[src/rtl/sha_ctrl_pkg.sv]
// Shared types and constants for the multi-block SHA-256/224 controller and its datapath.
package sha_ctrl_pkg;

  localparam int SHA256_ROUNDS = 64;

  typedef enum logic [3:0] {
    IDLE   = 4'd0,
    LOAD   = 4'd1,
    WAIT   = 4'd2,
    PAD_HI = 4'd3,
    PAD_LO = 4'd4,
    CRST   = 4'd5,
    ROUND  = 4'd6,
    UPDATE = 4'd7,
    DONE   = 4'd8
  } state_e;

  // Initial hash values, word 0 in the least significant slot.
  localparam logic [7:0][31:0] SHA256_IV = {
    32'h5be0cd19, 32'h1f83d9ab, 32'h9b05688c, 32'h510e527f,
    32'ha54ff53a, 32'h3c6ef372, 32'hbb67ae85, 32'h6a09e667
  };

  localparam logic [7:0][31:0] SHA224_IV = {
    32'hbefa4fa4, 32'h64f98fa7, 32'h68581511, 32'hffc00b31,
    32'hf70e5939, 32'h3070dd17, 32'h367cd507, 32'hc1059ed8
  };

endpackage

[src/rtl/sha_multiblock_ctrl_if.sv]
// Control/status bundle between the SHA block controller and its message datapath.
// The mode_224 input exists only when SHA_CTRL_SHA224_EN is defined.
interface sha_multiblock_ctrl_if #(
  parameter int RND_W = 6,
  parameter int BLK_W = 16
) ();

  logic             start;
  logic [BLK_W-1:0] blocks_num;
  logic             data_valid;
`ifdef SHA_CTRL_SHA224_EN
  logic             mode_224;
`endif
  logic             padding_en;
  logic             core_rst;
  logic             core_en;
  logic             load_hash_val;
  logic             initial_hash_val;
  logic             load_blocks_num;
  logic             len_hi_lo_sel;
  logic             data_len_sel;
  logic [RND_W-1:0] round_idx;
  logic [BLK_W-1:0] blk_left;
  logic             iv_sel;
  logic             busy;
  logic             done;

  modport master (
    output start, blocks_num, data_valid,
`ifdef SHA_CTRL_SHA224_EN
    output mode_224,
`endif
    input  padding_en, core_rst, core_en, load_hash_val, initial_hash_val,
    input  load_blocks_num, len_hi_lo_sel, data_len_sel, round_idx, blk_left,
    input  iv_sel, busy, done
  );

  modport slave (
    input  start, blocks_num, data_valid,
`ifdef SHA_CTRL_SHA224_EN
    input  mode_224,
`endif
    output padding_en, core_rst, core_en, load_hash_val, initial_hash_val,
    output load_blocks_num, len_hi_lo_sel, data_len_sel, round_idx, blk_left,
    output iv_sel, busy, done
  );

endinterface

[src/rtl/sha_ctrl_counters.sv]
// Round index and remaining-block counters with terminal-count flags for the SHA control FSM.
module sha_ctrl_counters #(
  parameter int ROUNDS = 64,
  parameter int RND_W  = 6,
  parameter int BLK_W  = 16
) (
  input  logic             clk,
  input  logic             rst,
  input  logic             rnd_clr_i,
  input  logic             rnd_inc_i,
  input  logic             blk_load_i,
  input  logic [BLK_W-1:0] blk_load_val_i,
  input  logic             blk_dec_i,
  output logic [RND_W-1:0] round_idx_o,
  output logic [BLK_W-1:0] blk_left_o,
  output logic             rnd_last_o,
  output logic             blk_last_o
);

  logic [RND_W-1:0] round_q, round_d;
  logic [BLK_W-1:0] blk_q, blk_d;

  assign rnd_last_o = (round_q == RND_W'(ROUNDS - 1));
  assign blk_last_o = (blk_q == BLK_W'(1));

  always_comb begin
    round_d = round_q;
    if (rnd_clr_i) begin
      round_d = '0;
    end else if (rnd_inc_i) begin
      round_d = rnd_last_o ? '0 : round_q + RND_W'(1);
    end
  end

  // A zero-length request still carries one (padding-only) block.
  always_comb begin
    blk_d = blk_q;
    if (blk_load_i) begin
      blk_d = (blk_load_val_i == '0) ? BLK_W'(1) : blk_load_val_i;
    end else if (blk_dec_i && (blk_q > BLK_W'(1))) begin
      blk_d = blk_q - BLK_W'(1);
    end
  end

  always_ff @(posedge clk) begin
    if (!rst) begin
      round_q <= '0;
      blk_q   <= '0;
    end else begin
      round_q <= round_d;
      blk_q   <= blk_d;
    end
  end

  assign round_idx_o = round_q;
  assign blk_left_o  = blk_q;

endmodule

[src/rtl/sha_multiblock_ctrl.sv]
// Multi-block SHA-256 control FSM: padding, length append, core rounds and hash update per block.
// Optional SHA-224 IV selection is enabled by defining SHA_CTRL_SHA224_EN.
module sha_multiblock_ctrl
  import sha_ctrl_pkg::*;
#(
  parameter int ROUNDS = SHA256_ROUNDS,
  parameter int RND_W  = $clog2(ROUNDS),
  parameter int BLK_W  = 16
) (
  input  logic                  clk,
  input  logic                  rst,
  sha_multiblock_ctrl_if.slave  bus
);

  state_e state_q, state_d;

  logic             start_accept;
  logic             rnd_clr, rnd_inc, blk_dec;
  logic             rnd_last, blk_last;
  logic [RND_W-1:0] round_idx;
  logic [BLK_W-1:0] blk_left;

  assign start_accept = bus.start && ((state_q == IDLE) || (state_q == DONE));
  assign rnd_clr      = (state_q == CRST);
  assign rnd_inc      = (state_q == ROUND);
  assign blk_dec      = (state_q == UPDATE) && !blk_last;

  sha_ctrl_counters #(
    .ROUNDS (ROUNDS),
    .RND_W  (RND_W),
    .BLK_W  (BLK_W)
  ) u_counters (
    .clk            (clk),
    .rst            (rst),
    .rnd_clr_i      (rnd_clr),
    .rnd_inc_i      (rnd_inc),
    .blk_load_i     (start_accept),
    .blk_load_val_i (bus.blocks_num),
    .blk_dec_i      (blk_dec),
    .round_idx_o    (round_idx),
    .blk_left_o     (blk_left),
    .rnd_last_o     (rnd_last),
    .blk_last_o     (blk_last)
  );

  always_ff @(posedge clk) begin
    if (!rst) begin
      state_q <= IDLE;
    end else begin
      state_q <= state_d;
    end
  end

  // Only the final block gets the padding/length-word phase ahead of its rounds.
  always_comb begin
    state_d = state_q;
    unique case (state_q)
      IDLE:    if (bus.start) state_d = LOAD;
      LOAD:    state_d = WAIT;
      WAIT:    if (bus.data_valid) state_d = blk_last ? PAD_HI : CRST;
      PAD_HI:  state_d = PAD_LO;
      PAD_LO:  state_d = CRST;
      CRST:    state_d = ROUND;
      ROUND:   if (rnd_last) state_d = UPDATE;
      UPDATE:  state_d = blk_last ? DONE : WAIT;
      DONE:    state_d = bus.start ? LOAD : IDLE;
      default: state_d = IDLE;
    endcase
  end

  logic padding_en, core_rst, core_en, load_hash_val, initial_hash_val;
  logic load_blocks_num, len_hi_lo_sel, data_len_sel, busy, done;

  always_comb begin
    padding_en       = 1'b0;
    core_rst         = 1'b0;
    core_en          = 1'b0;
    load_hash_val    = 1'b0;
    initial_hash_val = 1'b0;
    load_blocks_num  = 1'b0;
    len_hi_lo_sel    = 1'b0;
    data_len_sel     = 1'b0;
    busy             = 1'b1;
    done             = 1'b0;
    unique case (state_q)
      IDLE: busy = 1'b0;
      LOAD: begin
        load_blocks_num  = 1'b1;
        initial_hash_val = 1'b1;
        load_hash_val    = 1'b1;
      end
      WAIT: ;
      PAD_HI: begin
        padding_en    = 1'b1;
        data_len_sel  = 1'b1;
        len_hi_lo_sel = 1'b1;
      end
      PAD_LO: begin
        padding_en   = 1'b1;
        data_len_sel = 1'b1;
      end
      CRST:   core_rst = 1'b1;
      ROUND:  core_en = 1'b1;
      UPDATE: load_hash_val = 1'b1;
      DONE: begin
        busy = 1'b0;
        done = 1'b1;
      end
      default: busy = 1'b0;
    endcase
  end

`ifdef SHA_CTRL_SHA224_EN
  logic iv_sel_q;

  always_ff @(posedge clk) begin
    if (!rst) begin
      iv_sel_q <= 1'b0;
    end else if (start_accept) begin
      iv_sel_q <= bus.mode_224;
    end
  end

  assign bus.iv_sel = iv_sel_q;
`else
  assign bus.iv_sel = 1'b0;
`endif

  assign bus.padding_en       = padding_en;
  assign bus.core_rst         = core_rst;
  assign bus.core_en          = core_en;
  assign bus.load_hash_val    = load_hash_val;
  assign bus.initial_hash_val = initial_hash_val;
  assign bus.load_blocks_num  = load_blocks_num;
  assign bus.len_hi_lo_sel    = len_hi_lo_sel;
  assign bus.data_len_sel     = data_len_sel;
  assign bus.round_idx        = round_idx;
  assign bus.blk_left         = blk_left;
  assign bus.busy             = busy;
  assign bus.done             = done;

endmodule

[src/flat_wrapper.sv]
// flat-port wrapper written by rule: the top's interface ports become plain ports
module sha_multiblock_ctrl_flat import sha_ctrl_pkg::*;
#(
  parameter int ROUNDS = SHA256_ROUNDS,
  parameter int RND_W  = $clog2(ROUNDS),
  parameter int BLK_W  = 16
)
  (clk, rst, bus_start, bus_blocks_num, bus_data_valid, bus_padding_en, bus_core_rst, bus_core_en, bus_load_hash_val, bus_initial_hash_val, bus_load_blocks_num, bus_len_hi_lo_sel, bus_data_len_sel, bus_round_idx, bus_blk_left, bus_iv_sel, bus_busy, bus_done);
  sha_multiblock_ctrl_if #(.RND_W(RND_W), .BLK_W(BLK_W)) bus_i ();
  input  logic clk;
  input  logic rst;
  input wire logic [$bits(bus_i.start)-1:0] bus_start;
  input wire logic [$bits(bus_i.blocks_num)-1:0] bus_blocks_num;
  input wire logic [$bits(bus_i.data_valid)-1:0] bus_data_valid;
  output wire logic [$bits(bus_i.padding_en)-1:0] bus_padding_en;
  output wire logic [$bits(bus_i.core_rst)-1:0] bus_core_rst;
  output wire logic [$bits(bus_i.core_en)-1:0] bus_core_en;
  output wire logic [$bits(bus_i.load_hash_val)-1:0] bus_load_hash_val;
  output wire logic [$bits(bus_i.initial_hash_val)-1:0] bus_initial_hash_val;
  output wire logic [$bits(bus_i.load_blocks_num)-1:0] bus_load_blocks_num;
  output wire logic [$bits(bus_i.len_hi_lo_sel)-1:0] bus_len_hi_lo_sel;
  output wire logic [$bits(bus_i.data_len_sel)-1:0] bus_data_len_sel;
  output wire logic [$bits(bus_i.round_idx)-1:0] bus_round_idx;
  output wire logic [$bits(bus_i.blk_left)-1:0] bus_blk_left;
  output wire logic [$bits(bus_i.iv_sel)-1:0] bus_iv_sel;
  output wire logic [$bits(bus_i.busy)-1:0] bus_busy;
  output wire logic [$bits(bus_i.done)-1:0] bus_done;
  assign bus_i.start = bus_start;
  assign bus_i.blocks_num = bus_blocks_num;
  assign bus_i.data_valid = bus_data_valid;
  assign bus_padding_en = bus_i.padding_en;
  assign bus_core_rst = bus_i.core_rst;
  assign bus_core_en = bus_i.core_en;
  assign bus_load_hash_val = bus_i.load_hash_val;
  assign bus_initial_hash_val = bus_i.initial_hash_val;
  assign bus_load_blocks_num = bus_i.load_blocks_num;
  assign bus_len_hi_lo_sel = bus_i.len_hi_lo_sel;
  assign bus_data_len_sel = bus_i.data_len_sel;
  assign bus_round_idx = bus_i.round_idx;
  assign bus_blk_left = bus_i.blk_left;
  assign bus_iv_sel = bus_i.iv_sel;
  assign bus_busy = bus_i.busy;
  assign bus_done = bus_i.done;
  sha_multiblock_ctrl #(.ROUNDS(ROUNDS), .RND_W(RND_W), .BLK_W(BLK_W)) u_core (.clk(clk), .rst(rst), .bus(bus_i));
endmodule
[config.mk]
export PLATFORM = sky130hd
export DESIGN_NAME = sha_multiblock_ctrl_flat
export DESIGN_NICKNAME = d
export VERILOG_FILES = /design/src/rtl/sha_ctrl_pkg.sv /design/src/rtl/sha_multiblock_ctrl_if.sv /design/src/rtl/sha_ctrl_counters.sv /design/src/rtl/sha_multiblock_ctrl.sv /design/src/flat_wrapper.sv
export SDC_FILE = /design/constraint.sdc
export NUM_CORES = 1
export LEC_CHECK = 0
export BUFFER_PORTS_ARGS = -buffer_cell sky130_fd_sc_hd__clkbuf_2
export CAP_MARGIN = 20
export CORE_MARGIN = 2
export CORE_UTILIZATION = 26
export DETAILED_ROUTE_END_ITERATION = 12
export GPL_ROUTABILITY_DRIVEN = 0
export HOLD_SLACK_MARGIN = 0.12
export SYNTH_ARGS = -nofsm -noshare
export SYNTH_HDL_FRONTEND = slang
export SYNTH_SLANG_ARGS = --single-unit
[constraint.sdc]
create_clock -name clk -period 2.2 [get_ports clk]
set_input_delay 0.44 -clock clk [delete_from_list [all_inputs] [get_ports clk]]
set_output_delay 0.44 -clock clk [all_outputs]
set_load 0.01 [all_outputs]
## After elaboration in Yosys (flattened, before gate mapping)

Cells that the tools add are included.
Widths: inputs -> output; s select.

- $add $sub $neg: 2
- Multipliers: 0
- Div/mod/pow operators: 0
- Order comparisons: 1
- Equality and inequality tests: 13
- Shift operators: 0
- Muxes and demuxes: 19
- Bitwise operators: 1
- Reductions and logical operators: 13

Operator list:

| cell | count |
|---|---|
| $mux 16 | 3 |
| $pmux 4 s9 | 1 |
| $eq 16x1->1 const B | 1 |
| $eq 4x3->1 const B | 4 |
| $gt 16x1->1 const B | 1 |
| $logic_not 16->1 | 1 |
| $mux 4 | 4 |
| $sub 16x1->16 const B | 1 |
| $mux 1 | 9 |
| $eq 4x2->1 const B | 2 |
| $reduce_or 7->1 | 1 |
| $add 6x1->6 const B | 1 |
| $eq 6x6->1 const B | 1 |
| $mux 6 | 1 |
| $ne 2x2->1 const B | 3 |
| $reduce_or 2->1 | 3 |
| $eq 4x1->1 const B | 1 |
| $eq 4x4->1 const B | 1 |
| $logic_not 4->1 | 1 |
| $logic_and 1x1->1 | 3 |
| $mux 3 | 1 |
| $reduce_and 3->1 | 1 |
| $reduce_bool 2->1 | 1 |
| $logic_not 1->1 | 1 |
| 2 further kinds | 2 |

- Register bits after elaboration: 26
- Latch bits: 0
- Bits in writable memories: 0
- Bits in read-only memories: 0
- Input port bits: 20
- Output and inout port bits: 33
- Logic and storage cells: 52
- Memories: 0

## Depth between registers and ports, before layout

Gate-level depths: netlist (run 1).

- Word-level depth: 6
- Mapped depth: 7
- Depth with buffers taken out: 7

## Modules after synthesis

Synthesis (run 1) repeated with hierarchy kept, for this count alone.

- Cell total of the unflattened synthesis: 209
- Area total of the unflattened synthesis: 1717.9 um^2

Modules (own cells, without submodules):

| module | times used | cells an instance | area each (um^2) | seq. area each (um^2) |
|---|---|---|---|---|
| sha_ctrl_counters | 1 | 160 | 1351.3 | 440.4 |
| sha_multiblock_ctrl | 1 | 49 | 366.6 | 80.1 |

## Worst setup path before layout (run 1)

No wires, ideal clock.

- Path type: register to register
- Start: register u_core.u_counters.blk_q[2] (netlist: u_core.u_counters.blk_left_o[2])
- End: register u_core.state_q[1]
- Setup time: 121 ps
- Arrival: 1729 ps
- Data required time: 2079 ps
- Slack: 350 ps
- Cell stages (with the launch flop): 6
- Buffers on the path: 0
- Clock period less this slack: 1850 ps
- Path through: dfxtp_1 -> or4_4 -> nor3_4 -> and4_4 -> mux2i_1 -> nor4_2

- Longest elaborated chain between the ends: 4
- Elaborated cells on any way between the ends: 5
- Those cells by class: eq/ne (1); mux (4)

Ends and longest elaborated chain:

| item | RTL line | source |
|---|---|---|
| start: declaration | sha_ctrl_counters.sv:21 | `logic [BLK_W-1:0] blk_q, blk_d;` |
| start signal: assignment | sha_ctrl_counters.sv:51 | `blk_q <= blk_d;` |
| $eq 16x1->1 (*) | sha_ctrl_counters.sv:24 | `assign blk_last_o = (blk_q == BLK_W'(1));` |
| $mux 3 | sha_multiblock_ctrl.sv:60 | `WAIT: if (bus.data_valid) state_d = blk_last ? PAD_HI : CRST;` |
| $mux 4 | sha_multiblock_ctrl.sv:60 |  |
| $pmux 4 s9 (*) | sha_multiblock_ctrl.sv:57 | `unique case (state_q)` |
| end signal: assignment | sha_multiblock_ctrl.sv:50 | `state_q <= state_d;` |
| end: declaration | sha_multiblock_ctrl.sv:15 | `state_e state_q, state_d;` |

Every way passes the cells marked *; elsewhere a longest branch is shown, timed or not. The select of a mux whose other input is x is not followed.
A chain may end at the register's enable or synchronous reset.

## Worst setup path after layout (run 1)

- Start: register u_core.state_q[2]
- End: output port bus_load_hash_val

- Longest elaborated chain between the ends: 3
- Elaborated cells on any way between the ends: 4
- Those cells by class: eq/ne (2); mux (1); reduce/logical (1)

Ends and longest elaborated chain:

| item | RTL line | source |
|---|---|---|
| $eq 4x1->1 / $eq 4x3->1 (equally long branches) | sha_multiblock_ctrl.sv:85 | `unique case (state_q)` |
| $reduce_or 2->1 (no line) (*) | n/a |  |
| $mux 1 (*) | sha_multiblock_ctrl.sv:85 |  |
| end: declaration | flat_wrapper.sv:18 | `output wire logic [$bits(bus_i.load_hash_val)-1:0] bus_load_hash_val;` |

Every way passes the cells marked *; elsewhere a longest branch is shown, timed or not.

==> flow_summary.json, run 1 <==
{
  "synth_most_common_cell": "dfxtp_1",
  "synthFlopType": "dfxtp_1",
  "synth_fa_ha_area_share_pct": 2.36,
  "top_usage_layer": "met2",
  "synthMuxAreaShare_pct": 2.60,
  "antenna_found_initial": 0,
  "cap_violations": 0,
  "endpoint_kind": "primary output",
  "cts_hold_buffers": 0,
  "synth_top_family_by_area": "simple AND/OR/NAND/NOR gates",
  "cts.sinks": 26,
  "fin_setup_tns_ns": 0,
  "multi_input_area_um2": 976,
  "ff_latch_area_um2": 520,
  "yosysTopAreaCellShare_pct": 32.8,
  "irDropWorstVdd_v": 0.000284,
  "grt_max_degree": 34,
  "cts_tree": "built",
  "post-route-drc-count": 0,
  "hold_class": "input port to flip-flop",
  "syn_inst": 198,
  "period_minus_slack_ns": 1.99,
  "reg2reg_depth": 5,
  "portBuffers": 51,
  "power_density_nw_per_um2": 654,
  "drt_iter0_markers": 129,
  "cts_resized": 0,
  "layout.cells.non_filler": 321,
  "finalHoldViolCount": 0,
  "drive_above_1_share_pct": 30.5,
  "yosys_warnings": 0,
  "finalPower_uw": 1290,
  "clockBufferDepth": 2,
  "synthXorXnorAreaFrac_pct": 7.72,
  "r2r-start": "u_core.u_counters.blk_left_o[8]",
  "die_area_um2": 6750,
  "met3_usage_pct": 2.61,
  "grt_pass1_vias": 1414,
  "status": "complete, no violations",
  "post-dp-hpwl_mm": 3.27,
  "synth_seq_cells": 26,
  "wl_per_cell_um": 13.0,
  "clockRootBuffer": "clkbuf_8",
  "async_flop_share_pct": 0,
  "cts_setup_buffers": 0,
  "grt_overflow": 0,
  "io_pins": 53,
  "drtPass1Iterations": 4,
  "tightest_slew_ns": 0.498,
  "coreArea_um2": 5920,
  "report.final.slew_viol_count": 0,
  "initial_utilization_pct": 26.8,
  "required_ns": 1.76,
  "synth_compound_area_share_pct": 19.1,
  "synth_area_leaders": "dfxtp_1 (33%), o21ai_0 (6.3%), xnor2_1 (6.1%), a21oi_1 (6.0%), nor2_1 (5.0%)",
  "num_rows": 28,
  "critPathArrivalTime_ns": 1.55,
  "met1_usage_pct": 17.8,
  "crit_type": "flip-flop to primary output",
  "dp_cells": 317,
  "synth_edf_count": 0,
  "fin_worst_skew_ns": 0.00631,
  "die_x_um": 82.2,
  "clk_pin_slew_worst_paths_ns": 0.10,
  "synth_area_per_cell_um2": 8.03,
  "n_fill_cell": 646,
  "start_kind": "flip-flop",
  "synth-simple-area-share_pct": 29.4,
  "setup_viol": 0,
  "use_met2_pct": 19.6,
  "hold_end": "u_core.u_counters.blk_left_o[11]",
  "die_h_um": 82.2,
  "via_count": 1583,
  "cp_max_fo": 7,
  "n_antenna_cell": 0,
  "min_path_cells": 3,
  "grt_pass1_wl_mm": 6.73,
  "finalNetCount": 270,
  "clock_latency_ns": 0.27,
  "synth_cell_types": 42,
  "viasPerCell": 4.93,
  "synth_top_area_cell": "dfxtp_1",
  "fmax_mhz": 502,
  "rsz0062_at_grt": "false",
  "fin_crit_sh_pct": 90.6,
  "regToRegEndpoint": "u_core.u_counters.blk_left_o[2]",
  "drtAntennaViolNets": 0,
  "whs_ns": 0.437,
  "numCtsBuffers": 3,
  "area_delta_synth_final_pct": 24.1,
  "syn-cell-area_um2": 1590,
  "routed_wl_mm": 4.17,
  "ys_seq_area_share_pct": 32.8,
  "maxSlewHeadroom_pct": 66.4,
  "min_from": "bus_blocks_num[11]",
  "fin_util_pct": 33.3,
  "synth_common_cells": "dfxtp_1 (26), nor2_1 (21), o21ai_0 (20), a21oi_1 (19), nand2_1 (12)",
  "reg2reg_slack_ns": 0.22,
  "synth_nets": 221,
  "grt_usage_pct": 12.8,
  "cellLeakagePower_uw": 0.000788,
  "htree_levels": 1
}
[final cells by class]
cell class	count	share of cell area, %
multi-input combinational	153	49.5
inverter	5	0.952
tap	75	4.76
sequential	26	26.4
timing repair buffer	58	15.6
clock buffer	4	2.79
[power by group]
part | internal, uW | total, uW | leakage [uW] | switching [uW]
Sequential | 513 | 581 | 0.000213 | 67.6
Combinational | 170 | 388 | 0.000545 | 218
Clock | 160 | 320 | 0.0000288 | 160
Total | 844 | 1290 | 0.000788 | 445
[flip-flops by register name (all words and copies together), names as in the netlist]
name	cells
u_core.u_counters.round_idx_o	6
u_core.state_q	4
u_core.u_counters.blk_left_o	16
[cells in the final DEF, fill, tap and decap left out, types with 3 or more instances in the layout]
cell type	count
clkbuf_2	51
dfxtp_1	26
nor2_1	21
o21ai_0	20
a21oi_1	19
nand2_1	12
xnor2_1	11
nor3_1	10
nor4_1	7
buf_4	7
inv_1	5
a211oi_1	5
nand2b_1	4
nand4b_1	4
clkbuf_8	4
xor2_1	3
mux2i_1	3
nand3_1	3
nand4_1	3
ha_1	3
[worst max-delay path by stage]
stage | startpoint | to | slack [ns] | cells past startpoint
after CTS | u_core.u_counters.blk_left_o[12] | u_core.u_counters.blk_left_o[2] | 0.20 | 5
after detailed placement | u_core.u_counters.blk_left_o[8] | u_core.u_counters.blk_left_o[2] | 0.21 | 5
after floorplan | u_core.u_counters.blk_left_o[2] | u_core.state_q[1] | 0.35 | 5
final | u_core.state_q[2] | bus_load_hash_val | 0.21 | 5
after global placement | u_core.u_counters.blk_left_o[12] | u_core.u_counters.blk_left_o[2] | 0.32 | 5
after global routing | u_core.u_counters.blk_left_o[12] | u_core.u_counters.blk_left_o[2] | 0.06 | 5
[cell families (layout without fill, tap and decap cells)]
kind of cell / count (synthesis) / in the layout
compound gates: 52 / 52
xor+xnor: 14 / 14
fa+ha+maj: 3 / 3
buf+inv: 19 / 67
flops: 26 / 26
mux: 4 / 4
other cells: 1 / 1
simple gates: 79 / 79
[per-stage QoR]
step	area, um2	setup slack (ns)
after global routing	1970	0.0590
after global placement	1920	0.319
final	1970	0.207
after CTS	1970	0.205
after floorplan	1590	0.350
after detailed placement	1920	0.213
[metal layers]
metal  part of all wire (%)  routed length [um]
met1                     47                1950
met2                     47                1960
met3                    5.3                 219
met4                   0.98                  41
met5                      0                   0
[critical path, stage by stage, from the launching register on]
cell and delay (ns):
dfxtp_1 0.47, buf_4 0.19, nand2b_1 0.09, or2_2 0.33, nand2b_1 0.08, clkbuf_2 0.12
Power figures use the tool's default switching activity.
==> run 2, diff against run 1 <==
--- a/config.mk
+++ b/config.mk
@@ -12,6 +12,7 @@
 export DETAILED_ROUTE_END_ITERATION = 12
 export GPL_ROUTABILITY_DRIVEN = 0
 export HOLD_SLACK_MARGIN = 0.12
+export REMOVE_ABC_BUFFERS = 1
 export SYNTH_ARGS = -nofsm -noshare
 export SYNTH_HDL_FRONTEND = slang
 export SYNTH_SLANG_ARGS = --single-unit
==> run 2 against run 1 <==
Against the previous run: clock power shrank 11%; total power down 2.7%; core utilization shrank 0.36 points; largest cell class unchanged; first-iteration DRC count decreased by 37%; sequential share of layout area rose by 0.29 points; worst setup slack worse by 0.0045 ns; critical path depth stayed put.
==> flow_summary.json, run 2 (synthesis gave the netlist of run 1 again) <==
{
  "status": "complete, no violations",
  "setup_viol": 0,
  "wl_per_cell_um": 13.3,
  "io_pins": 53,
  "hold_end": "u_core.u_counters.blk_left_o[1]",
  "clockRootBuffer": "clkbuf_8",
  "grt_pass1_vias": 1433,
  "reg2reg_depth": 5,
  "swShare_pct": 35.8,
  "p_int_uw": 806,
  "fmax_mhz": 501,
  "fin_setup_tns_ns": 0,
  "largest_register_ffs": 16,
  "via_count": 1575,
  "n_antenna_cell": 0,
  "cap_violations": 0,
  "rsz0062_at_grt": "false",
  "fin_worst_skew_ns": 0.000895,
  "hold_class": "input port to flip-flop",
  "maxSlewHeadroom_pct": 64.4,
  "clk_pin_slew_worst_paths_ns": 0.09,
  "fin_crit_sh_pct": 90.8,
  "die_area_um2": 6750,
  "period_minus_slack_ns": 2.00,
  "regToRegEndpoint": "u_core.u_counters.blk_left_o[2]",
  "clockBufferDepth": 2,
  "required_ns": 2.40,
  "finalHoldViolCount": 0,
  "drt_iter0_markers": 81,
  "place_ws_ns": 0.263,
  "clock_latency_ns": 0.28,
  "final_common_cell": "clkbuf_2",
  "grt_usage_pct": 13.1,
  "cts_setup_buffers": 0,
  "htree_levels": 1,
  "p_switching_uw": 449,
  "irDropWorstVdd_v": 0.000228,
  "drtPass1Iterations": 4,
  "n_fill_cell": 647,
  "num_rows": 28,
  "fin_ws_ns": 0.203,
  "area_delta_synth_final_pct": 22.8,
  "cts_resized": 0,
  "endpoint_kind": "flip-flop",
  "start_kind": "flip-flop",
  "grt_pass1_wl_mm": 6.77,
  "initial_utilization_pct": 26.8,
  "finalPower_uw": 1250,
  "comb_power_share_pct": 31.0,
  "grt_overflow": 0,
  "power_density_nw_per_um2": 643,
  "cts.sinks": 26,
  "coreArea_um2": 5920,
  "reg2reg_slack_ns": 0.20,
  "antenna_found_initial": 0,
  "cellLeakagePower_uw": 0.000775,
  "grt_max_degree": 34,
  "critPathArrivalTime_ns": 2.20,
  "finalNetCount": 269,
  "r2r-start": "u_core.u_counters.blk_left_o[8]",
  "numCtsBuffers": 3,
  "drtAntennaViolNets": 0,
  "viasPerCell": 4.94,
  "power_frac_clock_pct": 22.8,
  "post-dp-hpwl_mm": 3.21,
  "portBuffers": 51,
  "die_h_um": 82.2,
  "p_seq_share_pct": 46.3,
  "crit_type": "flip-flop to flip-flop",
  "whs_ns": 0.429,
  "tightest_slew_ns": 0.529,
  "min_path_cells": 3,
  "min_from": "bus_blocks_num[1]",
  "report.final.slew_viol_count": 0,
  "drive_above_1_share_pct": 29.9,
  "final_cell_mix": "clkbuf_2 (51), dfxtp_1 (26), nor2_1 (21)",
  "post-route-drc-count": 0,
  "routed_wl_mm": 4.25,
  "die_x_um": 82.2,
  "cts_tree": "built",
  "cts_hold_buffers": 0,
  "cp_max_fo": 10
}
## run 2: critical path, stage by stage (launching register included)
cell,delay (ns)
dfxtp_1,0.38
nor4_1,0.53
nor3b_4,0.51
a21oi_1,0.15
xnor2_1,0.14
a211oi_1,0.21
## run 2: through the flow
stage | util (%) | instance area, um2 | std cells
6_report | 32.9 | 1950 | 319
2_1_floorplan | - | 1520 | 184
3_3_place_gp | 32.2 | 1910 | 316
4_1_cts | 32.9 | 1950 | 319
3_5_place_dp | 32.2 | 1910 | 316
5_1_grt | 32.9 | 1950 | 319
## run 2: how the worst max path moves through the flow
| stage | startpoint | end | slack [ns] | depth (start not counted) |
|---|---|---|---|---|
| 5_1_grt | u_core.u_counters.blk_left_o[8] | u_core.u_counters.blk_left_o[0] | 0.02 | 5 |
| 2_1_floorplan | u_core.state_q[2] | u_core.u_counters.round_idx_o[5] | 0.03 | 4 |
| 4_1_cts | u_core.state_q[2] | bus_load_hash_val | 0.22 | 4 |
| 6_report | u_core.u_counters.blk_left_o[8] | u_core.u_counters.blk_left_o[2] | 0.20 | 5 |
| 3_3_place_gp | u_core.u_counters.blk_left_o[12] | u_core.u_counters.blk_left_o[2] | 0.31 | 5 |
| 3_5_place_dp | u_core.u_counters.blk_left_o[8] | u_core.u_counters.blk_left_o[2] | 0.26 | 5 |
## run 2: power by group through the flow
stage | logic, uW | registers (uW) | clock network (uW)
after floorplan | 225 | 598 | 0
after global placement | 386 | 589 | 0
after detailed placement | 387 | 592 | 0
after CTS | 390 | 581 | 287
after global routing | 432 | 590 | 301
final | 388 | 581 | 285
## run 2: final cells by class
cell class / count / area [um2] / area share (%)
clock buffer: 3 / 41.3 / 2.12
inverter: 5 / 18.8 / 0.962
multi-input combinational: 153 / 976 / 50.0
sequential: 26 / 520 / 26.7
tap: 75 / 93.8 / 4.81
timing repair buffer: 57 / 300 / 15.4
## run 2: layer usage
metal  wire, um  global-route usage (%)  vias up
met1       2040                    17.3      730
met2       1970                    21.2       26
li1           -                       -      815
met4         80                    6.00        0
met5          0                       0        -
met3        154                    1.74        4
==> run 3, diff against run 2 <==
--- a/config.mk
+++ b/config.mk
@@ -8,10 +8,11 @@
 export BUFFER_PORTS_ARGS = -buffer_cell sky130_fd_sc_hd__clkbuf_2
 export CAP_MARGIN = 20
 export CORE_MARGIN = 2
-export CORE_UTILIZATION = 26
+export CORE_UTILIZATION = 50
 export DETAILED_ROUTE_END_ITERATION = 12
 export GPL_ROUTABILITY_DRIVEN = 0
 export HOLD_SLACK_MARGIN = 0.12
+export PLACE_DENSITY = 0.79
 export REMOVE_ABC_BUFFERS = 1
 export SYNTH_ARGS = -nofsm -noshare
 export SYNTH_HDL_FRONTEND = slang
==> run 3 against run 2 <==
Against the previous run: critical endpoint unchanged; critical path type unchanged; register-to-register slack hardly changed; final area down 2.6%; critical path depth is the same; non-clock buffer count is the same; clock skew increased by 0.0037 ns; first-iteration DRC count decreased by 14%.
==> flow_summary.json, run 3 (synthesis gave the netlist of run 1 again) <==
{
  "post-route-drc-count": 0,
  "report.final.slew_viol_count": 0,
  "min_from": "bus_blocks_num[1]",
  "whs_ns": 0.399,
  "io_pins": 53,
  "status": "complete, no violations",
  "viasPerCell": 5.45,
  "cp_max_fo": 10,
  "power_density_nw_per_um2": 615,
  "initial_utilization_pct": 52.5,
  "drt_iter0_markers": 70,
  "final_common_cell": "clkbuf_2",
  "rsz0062_at_grt": "false",
  "post-dp-hpwl_mm": 2.81,
  "cts_tree": "built",
  "cts.sinks": 26,
  "clockRootBuffer": "clkbuf_4",
  "portBuffers": 51,
  "hold_end": "u_core.u_counters.blk_left_o[1]",
  "met1_usage_pct": 31.7,
  "hold_class": "input port to flip-flop",
  "drive_above_1_share_pct": 30.3,
  "period_minus_slack_ns": 2.00,
  "clock_latency_ns": 0.31,
  "largest_register_ffs": 16,
  "grt_pass1_wl_mm": 5.72,
  "cts_setup_buffers": 0,
  "routed_wl_mm": 3.69,
  "finalHoldViolCount": 0,
  "grt_pass1_vias": 1265,
  "finalNetCount": 269,
  "antenna_found_initial": 0,
  "die_area_um2": 3650,
  "cap_violations": 0,
  "regToRegEndpoint": "u_core.u_counters.blk_left_o[2]",
  "reg2reg_depth": 5,
  "min_path_cells": 3,
  "fin_setup_tns_ns": 0,
  "reg2reg_slack_ns": 0.20,
  "via_count": 1570,
  "final_cell_mix": "clkbuf_2 (51), dfxtp_1 (26), nor2_1 (21)",
  "fin_util_pct": 62.7,
  "fmax_mhz": 499,
  "setup_viol": 0,
  "die_h_um": 60.4,
  "required_ns": 2.44,
  "crit_type": "flip-flop to flip-flop",
  "endpoint_kind": "flip-flop",
  "clockBufferDepth": 2,
  "top_usage_layer": "met1",
  "irDropWorstVdd_v": 0.000300,
  "coreArea_um2": 3030,
  "start_kind": "flip-flop",
  "grt_usage_pct": 20.6,
  "clk_pin_slew_worst_paths_ns": 0.14,
  "drtPass1Iterations": 4,
  "htree_levels": 1,
  "met3_usage_pct": 2.35,
  "use_met2_pct": 29.7,
  "fin_crit_sh_pct": 91.1,
  "drtAntennaViolNets": 0,
  "numCtsBuffers": 3,
  "grt_overflow": 0,
  "wl_per_cell_um": 12.8,
  "r2r-start": "u_core.u_counters.blk_left_o[12]",
  "critPathArrivalTime_ns": 2.25,
  "num_rows": 20,
  "grt_max_degree": 34,
  "area_delta_synth_final_pct": 19.5,
  "n_antenna_cell": 0,
  "die_x_um": 60.4,
  "cellLeakagePower_uw": 0.000769,
  "fin_worst_skew_ns": 0.00455,
  "cts_hold_buffers": 0
}
## run 3: worst max-delay path by stage
stage	startpoint	to	slack [ns]	cells past startpoint
3_3_place_gp	u_core.u_counters.blk_left_o[8]	u_core.u_counters.blk_left_o[2]	0.30	5
2_1_floorplan	u_core.state_q[2]	u_core.u_counters.round_idx_o[5]	0.03	4
6_report	u_core.u_counters.blk_left_o[12]	u_core.u_counters.blk_left_o[2]	0.20	5
5_1_grt	u_core.u_counters.blk_left_o[8]	u_core.u_counters.blk_left_o[2]	0.06	5
4_1_cts	u_core.u_counters.blk_left_o[8]	u_core.u_counters.blk_left_o[2]	0.20	5
3_5_place_dp	u_core.u_counters.blk_left_o[12]	u_core.u_counters.blk_left_o[2]	0.25	5
## run 3: final cells by class
cell class,instances,area [um2]
fill,306,1130
sequential,26,520
tap,44,55.1
timing repair buffer,57,300
multi-input combinational,153,982
clock buffer,3,22.5
inverter,5,18.8
## run 3: critical path, cell delays in order (launching register included)
cell,delay [ns]
dfxtp_1,0.39
or4_4,0.55
nor3b_4,0.45
a21oi_1,0.16
xnor2_1,0.15
a211oi_1,0.23
## run 3: report_power, final
part	switching (uW)	total, uW	internal, uW
Clock	139	203	64.0
Combinational	214	383	169
Sequential	68.5	582	514
Total	421	1170	747
## run 3: what timing repair did
item / 4_1_cts / 5_1_grt
endpoints found under the hold margin: 0 / 0
endpoints found under the setup margin: 0 / 5
gates resized for setup: 0 / 1
## run 3: metal layers
layer | part of all wire, % | up-vias
met3 | 4.1 | 2
met1 | 50 | 722
met2 | 45 | 35
met4 | 0.73 | 0
met5 | 0 | -
li1 | - | 811
## run 3: through the flow
stage	power, uW	instance area (um2)	cells	setup WS (ns)
2_1_floorplan	822	1520	184	0.0314
3_3_place_gp	963	1870	285	0.302
3_5_place_dp	970	1870	285	0.250
4_1_cts	1170	1890	288	0.200
5_1_grt	1240	1900	288	0.0594
6_report	1170	1900	288	0.196
